$ cat config.mk
export PLATFORM = sky130hd
export DESIGN_NAME = div_unit
export DESIGN_NICKNAME = d
export VERILOG_FILES = /design/src/rtl/div_unit.sv
export SDC_FILE = /design/constraint.sdc
export NUM_CORES = 1
export LEC_CHECK = 0
export BUFFER_PORTS_ARGS = -buffer_cell sky130_fd_sc_hd__buf_2
export CAP_MARGIN = 20
export CORE_MARGIN = 3
export CORE_UTILIZATION = 40
export DETAILED_ROUTE_END_ITERATION = 7
export SLEW_MARGIN = 20
export SYNTH_ARGS = -nofsm -noshare
export SYNTH_HDL_FRONTEND = slang
export SYNTH_SLANG_ARGS = --single-unit
$ cat constraint.sdc
create_clock -name clock -period 10.2 [get_ports clock]
set_input_delay 0.51 -clock clock [delete_from_list [all_inputs] [get_ports clock]]
set_output_delay 0.51 -clock clock [all_outputs]
set_load 0.01 [all_outputs]
$ cat src/rtl/div_unit.sv
// Sequential 32-bit signed restoring divider: one quotient bit per clock, one-cycle ready strobe.
// Optional macro DIV_REMAINDER_EN adds the signed data_remainder output.
module div_unit (
   input  logic        clock,
   input  logic        reset,
   input  logic [31:0] data_operandA,
   input  logic [31:0] data_operandB,
   input  logic        ctrl_DIV,
   output logic [31:0] data_result,
   output logic        data_exception,
   output logic        data_resultRDY
`ifdef DIV_REMAINDER_EN
   ,
   output logic [31:0] data_remainder
`endif
);

   typedef enum logic [1:0] {
      IDLE = 2'd0,
      BUSY = 2'd1,
      DONE = 2'd2
   } state_t;

   state_t      state;
   state_t      state_next;

   logic [31:0] q;
   logic [32:0] d;
   logic [32:0] r;
   logic [5:0]  counter;
   logic        sign_q;
   logic        zero;
`ifdef DIV_REMAINDER_EN
   logic        sign_r;
   logic [31:0] rem_fin;
`endif

   logic [31:0] a_abs;
   logic [31:0] b_abs;
   logic [33:0] r_sh;
   logic [33:0] t;
   logic [31:0] q_next;
   logic [32:0] r_next;
   logic [31:0] q_fin;
   logic        last_step;

   always_comb begin
      a_abs     = data_operandA[31] ? (32'd0 - data_operandA) : data_operandA;
      b_abs     = data_operandB[31] ? (32'd0 - data_operandB) : data_operandB;
      // R never exceeds 2^32-1 after a shift, so a 34-bit difference keeps the sign bit honest.
      r_sh      = {r, q[31]};
      t         = r_sh - {1'b0, d};
      q_next    = {q[30:0], ~t[33]};
      r_next    = t[33] ? r_sh[32:0] : t[32:0];
      q_fin     = sign_q ? (32'd0 - q_next) : q_next;
      last_step = (state == BUSY) && (counter == 6'd31);
`ifdef DIV_REMAINDER_EN
      rem_fin   = sign_r ? (32'd0 - r_next[31:0]) : r_next[31:0];
`endif
   end

   always_ff @(posedge clock) begin
      if (reset) begin
         state <= IDLE;
      end else begin
         state <= state_next;
      end
   end

   always_comb begin
      state_next = state;
      if (ctrl_DIV) begin
         state_next = BUSY;
      end else begin
         case (state)
            IDLE:    state_next = IDLE;
            BUSY:    state_next = last_step ? DONE : BUSY;
            DONE:    state_next = IDLE;
            default: state_next = IDLE;
         endcase
      end
   end

   always_ff @(posedge clock) begin
      if (reset) begin
         q              <= 32'd0;
         d              <= 33'd0;
         r              <= 33'd0;
         counter        <= 6'd0;
         sign_q         <= 1'b0;
         zero           <= 1'b0;
         data_result    <= 32'd0;
         data_exception <= 1'b0;
         data_resultRDY <= 1'b0;
`ifdef DIV_REMAINDER_EN
         sign_r         <= 1'b0;
         data_remainder <= 32'd0;
`endif
      end else begin
         data_resultRDY <= 1'b0;
         if (ctrl_DIV) begin
            // A start in any state, including mid-iteration, abandons whatever was in flight.
            q              <= a_abs;
            d              <= {1'b0, b_abs};
            r              <= 33'd0;
            counter        <= 6'd0;
            sign_q         <= data_operandA[31] ^ data_operandB[31];
            zero           <= (data_operandB == 32'd0);
            data_result    <= 32'd0;
            data_exception <= 1'b0;
`ifdef DIV_REMAINDER_EN
            sign_r         <= data_operandA[31];
            data_remainder <= 32'd0;
`endif
         end else if (state == BUSY) begin
            q       <= q_next;
            r       <= r_next;
            counter <= counter + 6'd1;
            if (last_step) begin
               data_result    <= zero ? 32'd0 : q_fin;
               data_exception <= zero;
               data_resultRDY <= 1'b1;
`ifdef DIV_REMAINDER_EN
               data_remainder <= zero ? 32'd0 : rem_fin;
`endif
            end
         end
      end
   end

endmodule
Word-level counts from Yosys, hierarchy flattened
Index checks and enable logic that the tools add are counted.
{ "classes": {"n_addsub": 5, "eq_ne": 2, "reduce_logical": 6, "muxes": 11, "bitwise_logic": 3} }
{ "ops": {"columns": ["cell", "n"], "rows": [
  ["32-bit two-way mux", 6],
  ["1-bit by 32-bit subtractor with 32-bit output (first input constant)", 3],
  ["34-bit by 32-bit subtractor with 34-bit output", 1],
  ["33-bit two-way mux", 1],
  ["32-bit zero test", 1],
  ["6-bit by 1-bit adder with 6-bit output (second input constant)", 1],
  ["6-bit by 5-bit == test with 1-bit output (second input constant)", 1],
  ["1-bit two-way mux", 3],
  ["3-bit OR reduction", 1],
  ["2-bit by 1-bit == test with 1-bit output (second input constant)", 1],
  ["2-bit two-way mux", 1],
  ["1-bit NOT", 2],
  ["2-bit AND reduction", 1],
  ["2-bit nonzero test", 1],
  ["2-bit OR reduction", 1],
  ["1-bit logical AND", 1],
  ["1-bit XOR", 1]
]} }
{ "totals": {"word_cells": 38, "input_bits": 67, "output_inout_bits": 34, "register_bits": 141} }

Logic depth before layout (Yosys ltp)
{ "logic_depth": {"depth_word": 5, "ltp_mapped": 23, "mapped_depth_nobuf": 19} }

Worst setup path before layout
OpenSTA, ideal clock, no wires.
{ "synth_path": {"kind": "reg-to-reg", "startpoint": "register d[1]", "endpoint": "register data_result[30]", "slack_ns": 6.076, "required_time_ns": 10.072, "stages_incl_launch_ff": 23, "arrival_time_ns": 3.997, "path_cell_list": "dfxtp_1 inv_1 ha_1 nor2b_1 o31a_1 o21ai_1 a211oi_1 or3_1 and3_1 buf_2 inv_2 buf_2 buf_2 ha_1 nand2b_1 nor2_1 nand3_1 or3_1 nand2b_1 o31ai_1 xnor2_1 a22oi_1 nor2_1"} }
{ "synth_via": {"elab_chain_len": 5} }
{ "synth_rtl": {"columns": ["item", "line", "text"], "rows": [
  ["start: declaration", "28", "logic [32:0] d;"],
  ["start signal: assignment", "104", "d <= {1'b0, b_abs};"],
  ["34-bit by 32-bit subtractor with 34-bit output", "52", "t = r_sh - {1'b0, d};"],
  ["1-bit NOT", "53", "q_next = {q[30:0], ~t[33]};"],
  ["1-bit by 32-bit subtractor with 32-bit output", "55", "q_fin = sign_q ? (32'd0 - q_next) : q_next;"],
  ["32-bit two-way mux", "55", null],
  ["32-bit two-way mux", "120", "data_result <= zero ? 32'd0 : q_fin;"],
  ["end signal: assignment", "120", null],
  ["end: declaration", "9", "output logic [31:0] data_result,"]
]} }
No other way between the ends.
A chain may end at the register's enable or synchronous reset.

Worst setup path after layout
{ "layout_path": {"startpoint": "register d[8]", "endpoint": "register data_result[30]"} }
Same word-level chain as after synthesis.

==> qor.csv <==
metric,value,unit
die_area,24800,um^2
synth_area_per_cell,7.58,um^2
tns,0,ns
rows,54,
io_pins,101,
cts-htree-levels,4,
finalSetupViolations,0,
synth_warnings,0,
max_cap_viol_count,0,
final_cell_area,10400,um^2
hold_viol,0,
route.vias.total,8655,
grt_max_degree,98,
final.period_utilization,0.466,
yosys.area.top_type,dfxtp_1,
drtIter0Drc,572,
ys.flop_type,dfxtp_1,
grtUsageMet2,0.289,
syn-num-nets,1315,
antenna_cells,0,
drt_first_pass_iters,5,
min_from,data_operandB[0],
drt-total-wl,24.8,mm
slew_headroom,0.305,
hpwl,17.6,mm
cellPowerDensity,162,nW/um^2
synth_seq_cells,140,
cts-root-buf,clkbuf_16,
cts_buffers,17,
cts.sinks,140,
postRouteAntennaNets,0,
final_cells,1554,
cp-end-kind,register,
nets,1365,
gr-usage-met1,0.313,
crit_arrival,5.04,ns
path_class,register to register,
initial_core_util,0.414,
max_freq,210,MHz
ys_types,67,
final_layout_size_suffix_gt1_frac,0.131,
hold_buffers,0,
portBuffers,100,
synth_top_cell_area_share,0.305,
dpl.cell_count,1522,
post-route-min-period,4.76,ns
rsz0062_at_grt,false,
p_leak,4.10,nW
synthTopCellsByCount,"169 x nand2_1, 140 x dfxtp_1, 129 x nor2_1",
drc,0,
die_h,158,um
slew_viol_final,0,
tritoncts,yes,
grt_pass1_wl,40.5,mm
synth.area.top_cells,"dfxtp_1 31%, nand2_1 6.9%, xnor2_1 6.1%",
antenna_found_initial,0,
clock_latency,0.42,ns
required,10.49,ns
worst_pin_slew,1.04,ns
wire_per_inst,15.9,um
yosysMostFrequentCell,nand2_1,
worstHoldPathType,input pin to register,
worstPathMaxFanout,44,
syn_area,9190,um^2
syn_to_final_growth,13.3,%
vias_per_cell,5.57,
grt_usage,0.201,
coreArea,22200,um^2
start_kind,register,
fin_worst_skew,0.00715,ns
hold_slack,0.386,ns
die_w,158,um
place_area,9760,um^2
gr-total-overflow,0,
rr_startpoint,d[8],
synthArstFlopShare,0,
max-clock-path-buffers,2,
postSynthCellCount,1211,
grt_util_met3,0.0272,
grt_pass1_vias,7743,
status,"finished, final reports clean",
ir_worst_vdd,0.0945,mV
gp_congestion,0.865,
ys_seq_area_frac,0.305,
synth_edf_count,0,
ctsResizeCount,0,
startpoint,d[8],
clk_pin_slew,0.07,ns
cts_setup_buffers,0,
busiest_layer,met1,
[power by group]
| part | switching (mW) | internal [mW] | total, mW | leakage, nW |
|---|---|---|---|---|
| Clock | 0.260 | 0.423 | 0.682 | 0.315 |
| Sequential | 0.0294 | 0.573 | 0.603 | 1.15 |
| Combinational | 0.247 | 0.155 | 0.402 | 2.64 |
[metrics by stage]
step	utilization	setup slack, ns	power (mW)
after floorplan	-	6.08	0.911
after CTS	0.470	5.41	1.70
after detailed placement	0.440	5.44	1.01
after global placement	0.440	5.55	1.01
final	0.470	5.44	1.69
after global routing	0.470	4.99	1.78
[sequential cells by signal, summed over array words and instances, names as in the netlist]
signal,flops
sign_q,1
zero,1
r,33
data_exception,1
data_result,32
counter,6
state,2
d,32
q,32
[per-layer routing]
layer | wire length (um) | part of all wire | vias up
met3 | 1010 | 0.041 | 25
met4 | 372 | 0.015 | 0
li1 | - | - | 4390
met2 | 10200 | 0.41 | 181
met5 | 0 | 0 | -
met1 | 13200 | 0.53 | 4059
[placed cells by master (no fill, tap or decap), types with 6 or more instances in the layout]
cell       instances
nand4_1            7
or3_1             20
a21oi_1           95
o21ai_0           66
clkbuf_16         17
nor3_1            21
ha_1              36
o31ai_1           23
a21o_1            13
o21a_1            11
or4_1              7
nor2_1           129
dfxtp_1          140
o211ai_1           6
buf_2             99
nand2_1          169
o41ai_1           15
a211oi_1          40
nand3_1           18
nor4_1             6
a22oi_1           15
nand2b_1          10
xor2_1            49
mux2i_1           11
a31oi_1           14
buf_4              8
inv_1             52
xnor2_1           64
and3_1             8
inv_6              6
a311oi_1          19
[kinds of logic after synthesis]
group	synth area share
muxes	0.0120
buffers and inverters	0.0584
xor gates and xnor gates	0.108
DFF	0.305
adders and majority gates	0.0512
and+or+nand+nor	0.214
AOI/OAI and AO/OA	0.252
[final timing paths]
path | end | slack, ns | cells past startpoint
setup reg to reg | data_result[30] | 5.44 | 19
hold / removal | d[0] | 0.39 | 3
setup / recovery | data_result[30] | 5.44 | 19
hold reg to reg | data_result[7] | 0.45 | 2
[critical path, stage by stage (launching register included)]
cell and delay (ns):
dfxtp_1 0.33, inv_1 0.04, ha_1 0.36, a21oi_1 0.29
o21ai_0 0.18, a211oi_1 0.33, a211oi_1 0.17, or3_1 0.35
and3_1 0.17, inv_2 0.58, ha_1 0.30, nand2b_1 0.09
nor2_1 0.14, nand3_1 0.10, or3_1 0.41, nand2b_1 0.21
o31ai_1 0.28, xnor2_1 0.10, a22oi_1 0.14, nor2_1 0.05
[layout make-up]
class / instances / area [um^2]
fillers: 2281 / 11800
multi-input cells: 942 / 5860
flip-flops and latches: 140 / 2800
repair buffers: 107 / 556
clock buffers: 18 / 439
well taps: 280 / 350
clock inverters: 14 / 205
inverters: 53 / 199
Note: power is estimated with default switching activity, not from simulation.
